[src/rtl/periph_uart_tx.sv]
// periph_uart_tx: UART transmitter for the hart's output-peripheral byte space.
// The hart writes a byte to out_data and then changes out_seq. Each change is
// accepted once, the byte is queued in a small FIFO, and bytes leave the FIFO
// as 8N1 frames on tx. The accepted sequence value is echoed on ack_seq.
// Optional feature: define UART_TX_PARITY_EN to add an even-parity bit
// between the data bits and the stop bit.
module periph_uart_tx #(
    parameter int CLKS_PER_BIT = 434,
    parameter int FIFO_DEPTH   = 8
) (
    input  logic                             clock,
    input  logic                             reset,
    input  logic [7:0]                       out_seq,
    input  logic [7:0]                       out_data,
    output logic [7:0]                       ack_seq,
    output logic [$clog2(FIFO_DEPTH+1)-1:0]  fifo_level,
    output logic                             busy,
    output logic                             tx
);

    localparam int LVL_W  = $clog2(FIFO_DEPTH + 1);
    localparam int PTR_W  = $clog2(FIFO_DEPTH);
    localparam int BAUD_W = $clog2(CLKS_PER_BIT);

    localparam logic [2:0] IDLE   = 3'd0;
    localparam logic [2:0] START  = 3'd1;
    localparam logic [2:0] DATA   = 3'd2;
    localparam logic [2:0] STOP   = 3'd3;
`ifdef UART_TX_PARITY_EN
    localparam logic [2:0] PARITY = 3'd4;
`endif

    logic [7:0]        lastSeq_q;
    logic [LVL_W-1:0]  count_q, count_d;
    logic [PTR_W-1:0]  wrPtr_q, rdPtr_q;
    logic [7:0]        mem_q [FIFO_DEPTH];
    logic [2:0]        state_q, state_d;
    logic [BAUD_W-1:0] baudCnt_q, baudCnt_d;
    logic [2:0]        bitIdx_q, bitIdx_d;
    logic [7:0]        shift_q, shift_d;
    logic              tx_q, tx_d;
`ifdef UART_TX_PARITY_EN
    logic              parity_q, parity_d;
`endif

    logic fifoFull;
    logic fifoEmpty;
    logic push;
    logic pop;
    logic bitEnd;

    // Fullness is judged on the registered count, so a pop never frees a slot
    // for a push in the same cycle.
    assign fifoFull  = (count_q == LVL_W'(FIFO_DEPTH));
    assign fifoEmpty = (count_q == '0);
    assign push      = (out_seq != lastSeq_q) && !fifoFull;
    assign bitEnd    = (baudCnt_q == BAUD_W'(CLKS_PER_BIT - 1));

    assign ack_seq    = lastSeq_q;
    assign fifo_level = count_q;
    assign busy       = (state_q != IDLE) || (count_q != '0);
    assign tx         = tx_q;

    // Remember the last accepted sequence value; it doubles as the acknowledge.
    always_ff @(posedge clock) begin
        if (reset) begin
            lastSeq_q <= 8'h00;
        end else if (push) begin
            lastSeq_q <= out_seq;
        end
    end

    // Byte storage; contents need no reset because the pointers define validity.
    always_ff @(posedge clock) begin
        if (push) begin
            mem_q[wrPtr_q] <= out_data;
        end
    end

    // Occupancy follows push/pop; simultaneous push and pop leave it unchanged.
    always_comb begin
        count_d = count_q;
        case ({push, pop})
            2'b10:   count_d = count_q + LVL_W'(1);
            2'b01:   count_d = count_q - LVL_W'(1);
            default: count_d = count_q;
        endcase
    end

    // FIFO pointers wrap naturally because the depth is a power of two.
    always_ff @(posedge clock) begin
        if (reset) begin
            wrPtr_q <= '0;
            rdPtr_q <= '0;
            count_q <= '0;
        end else begin
            if (push) wrPtr_q <= wrPtr_q + PTR_W'(1);
            if (pop)  rdPtr_q <= rdPtr_q + PTR_W'(1);
            count_q <= count_d;
        end
    end

    // Frame sequencer: tx is set together with each state change so the line
    // only moves on bit boundaries, and IDLE lasts a single cycle between frames.
    always_comb begin
        state_d   = state_q;
        baudCnt_d = baudCnt_q + BAUD_W'(1);
        bitIdx_d  = bitIdx_q;
        shift_d   = shift_q;
        tx_d      = tx_q;
        pop       = 1'b0;
`ifdef UART_TX_PARITY_EN
        parity_d  = parity_q;
`endif
        case (state_q)
            IDLE: begin
                baudCnt_d = '0;
                tx_d      = 1'b1;
                if (!fifoEmpty) begin
                    pop     = 1'b1;
                    shift_d = mem_q[rdPtr_q];
                    state_d = START;
                    tx_d    = 1'b0;
`ifdef UART_TX_PARITY_EN
                    parity_d = ^mem_q[rdPtr_q];
`endif
                end
            end
            START: begin
                if (bitEnd) begin
                    state_d   = DATA;
                    baudCnt_d = '0;
                    bitIdx_d  = 3'd0;
                    tx_d      = shift_q[0];
                end
            end
            DATA: begin
                if (bitEnd) begin
                    baudCnt_d = '0;
                    if (bitIdx_q == 3'd7) begin
`ifdef UART_TX_PARITY_EN
                        state_d = PARITY;
                        tx_d    = parity_q;
`else
                        state_d = STOP;
                        tx_d    = 1'b1;
`endif
                    end else begin
                        shift_d  = {1'b0, shift_q[7:1]};
                        bitIdx_d = bitIdx_q + 3'd1;
                        tx_d     = shift_q[1];
                    end
                end
            end
`ifdef UART_TX_PARITY_EN
            PARITY: begin
                if (bitEnd) begin
                    state_d   = STOP;
                    baudCnt_d = '0;
                    tx_d      = 1'b1;
                end
            end
`endif
            STOP: begin
                if (bitEnd) begin
                    state_d   = IDLE;
                    baudCnt_d = '0;
                    tx_d      = 1'b1;
                end
            end
            default: begin
                state_d   = IDLE;
                baudCnt_d = '0;
                tx_d      = 1'b1;
            end
        endcase
    end

    // Sequencer registers; reset abandons any partial frame and idles the line.
    always_ff @(posedge clock) begin
        if (reset) begin
            state_q   <= IDLE;
            baudCnt_q <= '0;
            bitIdx_q  <= 3'd0;
            shift_q   <= 8'h00;
            tx_q      <= 1'b1;
`ifdef UART_TX_PARITY_EN
            parity_q  <= 1'b0;
`endif
        end else begin
            state_q   <= state_d;
            baudCnt_q <= baudCnt_d;
            bitIdx_q  <= bitIdx_d;
            shift_q   <= shift_d;
            tx_q      <= tx_d;
`ifdef UART_TX_PARITY_EN
            parity_q  <= parity_d;
`endif
        end
    end

endmodule
[config.mk]
export PLATFORM = sky130hd
export DESIGN_NAME = periph_uart_tx
export DESIGN_NICKNAME = d
export VERILOG_FILES = /design/src/rtl/periph_uart_tx.sv
export SDC_FILE = /design/constraint.sdc
export NUM_CORES = 1
export LEC_CHECK = 0
export CORE_AREA = 2 2 98 100
export CTS_CLUSTER_DIAMETER = 200
export DETAILED_ROUTE_END_ITERATION = 10
export DIE_AREA = 0 0 100 102
export PLACE_DENSITY_LB_ADDON = 0.15
export SLEW_MARGIN = 30
export SYNTH_ARGS = -nofsm -noshare
export SYNTH_HDL_FRONTEND = slang
export SYNTH_SLANG_ARGS = --single-unit
[constraint.sdc]
create_clock -name clock -period 3.1 [get_ports clock]
set_clock_uncertainty 0.1 [all_clocks]
set_input_delay 0.62 -clock clock [delete_from_list [all_inputs] [get_ports clock]]
set_output_delay 0.62 -clock clock [all_outputs]
set_load 0.02 [all_outputs]
* Yosys cells after proc, flatten, opt, wreduce, memory -nomap -nowiden
Memories as Yosys holds them, arrays and structs flattened. A register that Yosys moved wholly into a read port is not among the register bits. Cells that the tools add are included.
Word-level totals: flip-flop bits (word level) 42, memories 1, output and inout port bits 14, bits in writable memories 64
Cells by class: equal/unequal tests 15, mux-type cells 26, $add $sub $neg 6, reduce and logical (&&, ||, !) cells 16, bitwise gates (word level) 1
Memory list:
- mem_q | depth 8, width 8, rd ports 1, clocked after Yosys merged registers in 1, wr ports 1, line 36 | logic [7:0] mem_q [FIFO_DEPTH];
Operators with widths (count):
- 2-to-1 mux 3 bit | 9
- 2-to-1 mux 8 bit | 3
- case mux 8 bit (2 select lines) | 1
- != test 2 bit, second input constant | 6
- case mux 3 bit (4 select lines) | 1
- adder 3 x 1 -> 3 bit, second input constant | 3
- adder 9 x 1 -> 9 bit, second input constant | 1
- == test 9 bit, second input constant | 1
- 2-to-1 mux 1 bit | 9
- != test 8 bit | 1
- case mux 4 bit (2 select lines) | 1
- AND reduction 4 bit | 2
- == test 3 x 2 -> 1 bit, second input constant | 2
- case mux 3 bit (2 select lines) | 1
- nonzero test 2 bit | 3
- OR reduction 3 bit | 2
- AND reduction 5 bit | 1
- adder 4 x 1 -> 4 bit, second input constant | 1
- == test 4 bit, second input constant | 1
- zero test 4 bit | 1
- case mux 1 bit (4 select lines) | 1
- nonzero test 4 bit | 1
- subtractor 4 x 1 -> 4 bit, second input constant | 1
- == test 3 x 1 -> 1 bit, second input constant | 1
- other kinds (10) | 10

* Logic depth before layout (Yosys ltp)
Gate-level depths: netlist of the first run.
word-level depth 5, depth in mapped cells 12, mapped depth without buffers 11

* Least setup slack after synthesis of the first run
Ideal clock, no wire load.
kind input to register, start input out_seq[4], end register count_q[2], in the netlist fifo_level[2], required time 2930 ps, path slack 120 ps, arrival 2810 ps, stages on the path 12, cell sequence xor2_1 -> nor4_1 -> a21boi_2 -> buf_6 -> inv_1 -> ha_1 -> xor2_1 -> ha_1 -> a21oi_1 -> xor2_1 -> or3_2 -> a21oi_1
On the way: cells in the longest elaborated chain, start to end 4, elaborated cells on any way between the ends 6, those cells by class 3 x eq/ne; 1 x mux; 2 x reduce/logical
RTL lines:
- from (decl) | line 13 | input logic [7:0] out_seq,
- != test 8 bit (*) | line 56 | assign push = (out_seq != lastSeq_q) && !fifoFull;
- logical AND 1 bit (*) | line 56
- == test 2 x 1 -> 1 bit or == test 2 bit (tied branches) | line 83 | case ({push, pop})
- case mux 4 bit (2 select lines) or nonzero test 2 bit (tied branches)
- to (signal assigned) | line 99 | count_q <= count_d;
- to (decl) | line 34 | logic [LVL_W-1:0] count_q, count_d;
Every way passes the cells marked *; elsewhere a longest branch is shown, timed or not. A chain may end at the register's enable or synchronous reset.

* Worst setup path in the final report of the first run
start input out_seq[3], end register count_q[2], in the netlist fifo_level[2]
The elaborated chain is that of the path after synthesis.

==> summary.txt, run 1 <==
Outcome
  – Status: finished, final reports clean

Synth
  – Simple-gate share of the synthesized area: 0.126
  – Largest family of logic cells by synthesized area: multiplexers
  – Most frequently used flop master after synthesis: sky130_fd_sc_hd__edfxtp_1
  – Post-Synth XOR/XNOR Area: 0.0373
  – Synthesized net count: 370
  – Total number of yosys warnings: 0
  – Summed instance area of the synthesized netlist: 0.00469 sq mm
  – Fraction of synthesis flops using an asynchronous set or reset pin: 0
  – Number of enable flip-flop cells after synthesis: 64
  – Number of instances in the synthesized netlist: ~340
  – Flip-flop and latch count after synthesis: 108
  – Number of unique standard cell types used by synthesis: 52
  – Share of the synthesized area in compound gates (AO/OA/AOI/OAI): 0.0496
  – Post-synthesis average cell area: 13.9 sq um
  – Post-synthesis sequential area ratio: 0.597
  – Adder and majority gate portion of the synthesized area: 0.0373
  – Fraction of synthesized area in multiplexers: 0.132

Final layout
  – Proportion of layout cells with a drive suffix above 1: 0.143
  – Cell area after layout: 0.00538 sq mm
  – Count of nets after finishing: 412
  – Layout-stage area growth over the synthesis result: 14.6%
  – Number of diodes: 0

Floorplan
  – Num rows: 35
  – Num ports: 32
  – Die Area: 0.0102 sq mm
  – Die width: about 100 microns
  – Core Box Area: 0.00911 sq mm
  – Initial standard-cell utilization of the core: 0.515
  – Die extent in y: 102 microns

Timing
  – Final-report hold violation count: 0
  – Sum of negative setup slack: 0 ps
  – Setup repair after global routing missed its margin: false
  – Final worst setup slack: 225 ps
  – Max Clk Rate: 0.348 GHz
  – Normalized max-slew margin: 0.440
  – Count of final setup violators: 0
  – Period Utilization, post-route: 0.928
  – Measured slew at the worst slew-check pin: roughly 840 ps
  – Max Slew Vio Count: 0
  – Worst hold slack after final layout: 372 ps
  – Clock period minus worst slack: 2880 ps

Pwr
  – Power Density: 675 mW/mm^2
  – Max rail drop VDD: approximately 290 uV
  – Leak: 1.94 nW

Clock tree
  – Count of hold buffers inserted by post-cts repair: 0
  – Clock input transition at the sequential cells of the worst setup and hold paths: 110 ps
  – Sink count of the clock tree: approximately 110
  – Clock latency at the later pin of the worst-skew pair: approximately 370 ps
  – TritonCTS buffer count: 9
  – TritonCTS clock tree: done
  – Post-CTS Setup Repair Bufs: 0
  – Quantity of gates resized following cts: 0
  – Largest buffer count on any clock path: 2
  – Root Buffer Master: sky130_fd_sc_hd__clkbuf_8
  – CTS H-tree lvls: 3

Setup path
  – Setup slack, reg-to-reg: 400 ps
  – Cell type group with the largest total delay on the critical path: buffers and inverters
  – Most frequent cell on the critical path: sky130_fd_sc_hd__xor2_1
  – Worst path cell trace: clkdlybuf4s50_1 -> xor2_1 -> nor4_1 -> buf_4 -> a21boi_2 -> inv_1 -> ha_1 -> xor2_1 -> ha_1 -> a21oi_1 -> xor2_1 -> or3_2 -> a21oi_1
  – Standard cell with the maximum stage delay on the critical path: sky130_fd_sc_hd__clkdlybuf4s50_1
  – Critical Path Sink Type: flop
  – Crit path launch type: input port
  – Reg2Reg Depth: 10
  – Maximum fanout along the worst path: 2
  – End of the worst register-to-register path: fifo_level[2]$_SDFFE_PP0P_
  – CP required: roughly 3300 ps
  – Launching point of the worst reg2reg path: fifo_level[2]$_SDFFE_PP0P_
  – Delay of the slowest cell on the worst path: around 450 ps
  – Critical path type: input port to flop
  – Count of buffer and inverter cells on the critical path: 3
  – Data arrival time of the worst path: approximately 3000 ps

Placed design
  – GP Congestion: 0.771
  – Placed Area: 0.00517 sq mm
  – Post-place setup slack: -161 ps
  – # port buffers: 31
  – HPWL after detailed placement: 5540 microns

GRT
  – Antenna violations before repair: 0
  – Tot GR Track Use: 0.178
  – First-pass GRT wire length: 13700 microns
  – Via count of the first global-routing pass: 2783
  – Total gr overflow: 0
  – Maximum number of pins on one net before global-route repair: 37

Run
  – Max-capacitance violation count: 0

Detailed routing
  – Average wire per standard cell: approximately 17 microns
  – Number of detailed-route iterations in the first pass: 4
  – Total Wirelength: 8380 microns
  – Iteration-0 DRC count of the detailed router: 103
  – Drt via density: between 5 and 6
  – Residual DRC count: 0
  – Detail Route Antenna Nets: 0
  – Count of vias placed by the detailed router: 2785

Worst hold path
  – Startpoint of the tightest hold check path: shift_q[7]$_SDFFE_PP0P_
  – Terminating pin of the worst hold path: shift_q[7]$_SDFFE_PP0P_
  – Path category of the worst min-delay check: flop to flop
  – Count of cells along the worst hold path: 1
==> how the worst max path moves through the flow <==
stage                     slack (ps)  startpoint  cells past startpoint                    endpoint
after global routing              40  out_seq[3]                     13  fifo_level[2]$_SDFFE_PP0P_
after global placement           -80  out_seq[4]                     13  fifo_level[2]$_SDFFE_PP0P_
after detailed placement        -160  out_seq[3]                     13  fifo_level[2]$_SDFFE_PP0P_
after CTS                        230  out_seq[3]                     13  fifo_level[2]$_SDFFE_PP0P_
final                            220  out_seq[3]                     13  fifo_level[2]$_SDFFE_PP0P_
after floorplan                  120  out_seq[4]                     12  fifo_level[2]$_SDFFE_PP0P_
==> report_power, final <==
part           switching, mW  internal, mW  total (mW)
combinational          0.517         0.501        1.02
sequential             0.106          1.66        1.76
clock                  0.524         0.326       0.850
==> registers in the layout, summed over array words and instances, names as in the netlist, named ones only <==
signal / flops
ack_seq: 8
rdPtr_q: 3
fifo_level: 4
shift_q: 8
mem_q: 64
tx: 1
bitIdx_q: 3
state_q: 2
wrPtr_q: 3
baudCnt_q: 9
==> stage by stage <==
step | power (mW) | utilization | cells
after floorplan | 2.51 | - | 338
after global placement | 2.79 | 0.568 | 480
after detailed placement | 2.82 | 0.568 | 480
after CTS | 3.68 | 0.590 | 496
after global routing | 3.84 | 0.590 | 496
final | 3.63 | 0.590 | 496
==> placed cells by master (no fill, tap or decap), types with 2 or more instances in the layout <==
cell	n
sky130_fd_sc_hd__dfxtp_1	44
sky130_fd_sc_hd__nand4_1	2
sky130_fd_sc_hd__nor4bb_1	2
sky130_fd_sc_hd__inv_1	6
sky130_fd_sc_hd__a22o_1	7
sky130_fd_sc_hd__ha_1	14
sky130_fd_sc_hd__xor2_1	13
sky130_fd_sc_hd__clkdlybuf4s50_1	31
sky130_fd_sc_hd__a21oi_1	7
sky130_fd_sc_hd__nor2_1	27
sky130_fd_sc_hd__o21ai_0	10
sky130_fd_sc_hd__nor4_1	3
sky130_fd_sc_hd__nand3_1	4
sky130_fd_sc_hd__nand2b_1	24
sky130_fd_sc_hd__inv_8	4
sky130_fd_sc_hd__xnor2_1	7
sky130_fd_sc_hd__mux4_2	16
sky130_fd_sc_hd__or4b_1	2
sky130_fd_sc_hd__or3_1	2
sky130_fd_sc_hd__and4b_1	3
sky130_fd_sc_hd__nand2_1	10
sky130_fd_sc_hd__buf_4	14
sky130_fd_sc_hd__nor3_1	3
sky130_fd_sc_hd__clkbuf_8	9
sky130_fd_sc_hd__edfxtp_1	64
sky130_fd_sc_hd__mux2i_1	22
sky130_fd_sc_hd__and2_1	2
sky130_fd_sc_hd__a21o_1	2
sky130_fd_sc_hd__nand4b_1	2
sky130_fd_sc_hd__nor2b_1	4
==> worst reg2reg max path: stages (launching register included) <==
cell and delay (ps):
sky130_fd_sc_hd__dfxtp_1 400, sky130_fd_sc_hd__or4b_1 600, sky130_fd_sc_hd__a21boi_2 190, sky130_fd_sc_hd__inv_1 70
sky130_fd_sc_hd__ha_1 180, sky130_fd_sc_hd__xor2_1 170, sky130_fd_sc_hd__ha_1 180, sky130_fd_sc_hd__a21oi_1 50
sky130_fd_sc_hd__xor2_1 160, sky130_fd_sc_hd__or3_2 410, sky130_fd_sc_hd__a21oi_1 140
==> cell families (layout without fill, tap and decap cells) <==
family / count (synthesis) / after routing
muxes: 41 / 41
buffers and inverters: 21 / 68
and+or+nand+nor: 100 / 100
DFF: 108 / 108
xor gates and xnor gates: 20 / 20
AOI/OAI and AO/OA: 34 / 34
adders and majority gates: 14 / 14
==> layout make-up <==
| type | count | area, sq um |
|---|---|---|
| multi-input cells | 209 | 1790 |
| inverters | 7 | 26.3 |
| repair buffers | 45 | 415 |
| clock inverters | 7 | 78.8 |
| clock buffers | 9 | 124 |
| fillers | 751 | 3730 |
| well taps | 111 | 139 |
| flip-flops and latches | 108 | 2800 |
==> synth_stat cells (2+ instances only) <==
library cell	instances	area, sq um
sky130_fd_sc_hd__nor4_1	3	18.8
sky130_fd_sc_hd__xnor2_1	7	61.3
sky130_fd_sc_hd__inv_1	6	22.5
sky130_fd_sc_hd__nor4bb_1	2	20.0
sky130_fd_sc_hd__o21ai_0	10	50.1
sky130_fd_sc_hd__a21oi_1	7	35.0
sky130_fd_sc_hd__or4b_1	2	20.0
sky130_fd_sc_hd__nand2_1	10	37.5
sky130_fd_sc_hd__or3_1	2	12.5
sky130_fd_sc_hd__nand3_1	4	20.0
sky130_fd_sc_hd__clkbuf_1	8	30.0
sky130_fd_sc_hd__nor2_1	27	101
sky130_fd_sc_hd__nor2b_1	4	25.0
sky130_fd_sc_hd__nand2b_1	24	150
sky130_fd_sc_hd__buf_6	2	22.5
sky130_fd_sc_hd__mux2i_1	22	220
sky130_fd_sc_hd__nand4b_1	2	17.5
sky130_fd_sc_hd__edfxtp_1	64	1920
sky130_fd_sc_hd__dfxtp_1	44	881
sky130_fd_sc_hd__and4b_1	3	30.0
sky130_fd_sc_hd__and2_1	2	12.5
sky130_fd_sc_hd__mux4_2	16	360
sky130_fd_sc_hd__buf_2	3	15.0
sky130_fd_sc_hd__nor3_1	3	15.0
sky130_fd_sc_hd__ha_1	14	175
sky130_fd_sc_hd__a22o_1	7	61.3
sky130_fd_sc_hd__nand4_1	2	12.5
sky130_fd_sc_hd__xor2_1	13	114
sky130_fd_sc_hd__a21o_1	2	15.0
==> routing by layer <==
| metal | global-route usage | share of wire |
|---|---|---|
| met5 | 0 | 0 |
| met4 | 0.0748 | 0.015 |
| met3 | 0.0274 | 0.022 |
| met2 | 0.291 | 0.49 |
| met1 | 0.240 | 0.47 |
(Power assumes the default switching activity.)
==> inputs of run 2 (changes only) <==
CORE_AREA = 2 2 93 95   (was 2 2 98 100)
DIE_AREA = 0 0 95 97   (was 0 0 100 102)
clock period = 3.18 ns   (was 3.1 ns; I/O delays follow)
==> summary.txt, run 2 (synthesized netlist as in run 1, its figures left out) <==
Floorplan
  – Core Box Area: 0.00813 sq mm
  – Die width: 95 microns
  – Die extent in y: 97 microns
  – Num rows: 33
  – Num ports: 32
  – Initial standard-cell utilization of the core: 0.577
  – Die Area: 0.00922 sq mm

Pwr
  – Tot Pwr: 3.47 mW
  – Power share of the clock group: 0.230
  – Max rail drop VDD: 268 uV
  – Fraction of power spent switching nets: 0.310
  – Net Switching: approximately 1.1 mW
  – Internal power component: 2.39 mW
  – Power Density: between 600 and 700 mW/mm^2
  – Portion of total power attributed to combinational logic: 0.268
  – Leak: 1.93 nW
  – Proportion of power drawn by flip-flops and latches: 0.502

Final layout
  – Most common cell after layout, fill and taps aside: sky130_fd_sc_hd__edfxtp_1
  – Most used cells in the layout excluding fill and tap cells: sky130_fd_sc_hd__edfxtp_1 (64), sky130_fd_sc_hd__dfxtp_1 (44), sky130_fd_sc_hd__clkdlybuf4s50_1 (31), sky130_fd_sc_hd__nor2_1 (27), sky130_fd_sc_hd__nand2b_1 (24)
  – Layout Cells excl Fill: between 400 and 500
  – Max FFs per register: between 60 and 70
  – Layout-stage area growth over the synthesis result: 14.1%
  – Largest Register: mem_q
  – Number of diodes: 0
  – Filler cells: 604
  – Proportion of layout cells with a drive suffix above 1: 0.141
  – Largest registers: mem_q: 64 flops, baudCnt_q: 9 flops
  – Cell area after layout: 0.00535 sq mm
  – Count of nets after finishing: 411

Detailed routing
  – Iteration-0 DRC count of the detailed router: 133
  – Total Wirelength: ~7900 microns
  – Number of detailed-route iterations in the first pass: 5
  – Average wire per standard cell: approximately 16 microns
  – Count of vias placed by the detailed router: 2722
  – Drt via density: about 5.6
  – Detail Route Antenna Nets: 0
  – Residual DRC count: 0

Worst hold path
  – Path category of the worst min-delay check: flop to flop
  – Startpoint of the tightest hold check path: shift_q[7]$_SDFFE_PP0P_

GRT
  – Total gr overflow: 0
  – Maximum number of pins on one net before global-route repair: 39
  – Antenna violations before repair: 0
  – Tot GR Track Use: 0.182
  – Via count of the first global-routing pass: 2663
  – First-pass GRT wire length: approximately 13000 microns

Clock tree
  – Largest buffer count on any clock path: 2
  – Clock latency at the later pin of the worst-skew pair: about 370 ps
  – Count of hold buffers inserted by post-cts repair: 0
  – Root Buffer Master: sky130_fd_sc_hd__clkbuf_8
  – TritonCTS clock tree: done
  – Sink count of the clock tree: 108
  – Clock input transition at the sequential cells of the worst setup and hold paths: ~100 ps
  – TritonCTS buffer count: 9
  – CTS H-tree lvls: 3
  – Quantity of gates resized following cts: 0
  – Post-CTS Setup Repair Bufs: 0

Timing
  – Count of final setup violators: 0
  – Normalized max-slew margin: 0.485
  – Period Utilization, post-route: 0.904
  – Clock period minus worst slack: between 2000 and 3000 ps
  – Setup repair after global routing missed its margin: false
  – Max Clk Rate: 0.348 GHz
  – Measured slew at the worst slew-check pin: 771 ps
  – Final-report hold violation count: 0
  – Sum of negative setup slack: 0 ps
  – Max Slew Vio Count: 0

Setup path
  – Critical Path Sink Type: flop
  – Crit path launch type: input port
  – Launching point of the worst reg2reg path: fifo_level[0]$_SDFFE_PP0P_
  – CP required: between 3000 and 4000 ps
  – Launching element of the worst setup path: out_seq[4]
  – Critical path type: input port to flop
  – Data arrival time of the worst path: 3080 ps
  – Maximum fanout along the worst path: 2

Placed design
  – GP Congestion: 0.793
  – DP Cell Count: 473
  – HPWL after detailed placement: 5250 microns
  – Placed Area: 0.00516 sq mm
  – # port buffers: 31

Run
  – Max-capacitance violation count: 0

Outcome
  – Status: finished, final reports clean
-- run 2: per-layer routing --
layer / track usage / share of wire / up-vias
li1: - / - / 1338
met1: 0.236 / 0.46 / 1325
met2: 0.299 / 0.49 / 52
met3: 0.0491 / 0.034 / 7
met4: 0.0569 / 0.015 / 0
met5: 0 / 0 / -
-- run 2: path summary, 6_finish.rpt --
check	to	slack (ps)	cells after the start
min	shift_q[7]$_SDFFE_PP0P_	370	1
min reg2reg	shift_q[7]$_SDFFE_PP0P_	370	1
max	fifo_level[2]$_SDFFE_PP0P_	310	13
max reg2reg	fifo_level[2]$_SDFFE_PP0P_	530	10
-- run 2: metrics by stage --
step                 util  hold slack [ps]  worst slack, ps
floorplan               -              326              184
finish              0.658              366              306
global route        0.658              395             96.5
global placement    0.634              339            -22.0
CTS                 0.658              367              305
detailed placement  0.634              343            -78.7
-- run 2: area by class of cell --
cell class,count,area (sq um),share of cell area
multi-input cells,209,1790,0.335
flip-flops and latches,108,2800,0.524
clock buffers,9,124,0.0231
inverters,7,26.3,0.00491
repair buffers,44,408,0.0762
well taps,105,131,0.0245
clock inverters,7,68.8,0.0129
-- run 2: power by group through the flow --
stage               sequential, mW  clock [mW]  combinational [mW]
floorplan                     1.74           0               0.709
global placement              1.77           0               0.930
detailed placement            1.78           0               0.944
CTS                           1.75       0.814               0.947
global route                  1.77       0.864                1.03
finish                        1.74       0.798               0.930
-- run 2: critical path: stages --
cell	delay [ps]
sky130_fd_sc_hd__clkdlybuf4s50_1	430
sky130_fd_sc_hd__xor2_1	150
sky130_fd_sc_hd__nor4_1	300
sky130_fd_sc_hd__buf_4	170
sky130_fd_sc_hd__a21boi_2	50
sky130_fd_sc_hd__inv_1	80
sky130_fd_sc_hd__ha_1	190
sky130_fd_sc_hd__xor2_1	160
sky130_fd_sc_hd__ha_1	160
sky130_fd_sc_hd__a21oi_1	50
sky130_fd_sc_hd__xor2_1	160
sky130_fd_sc_hd__or3_2	400
sky130_fd_sc_hd__a21oi_1	140
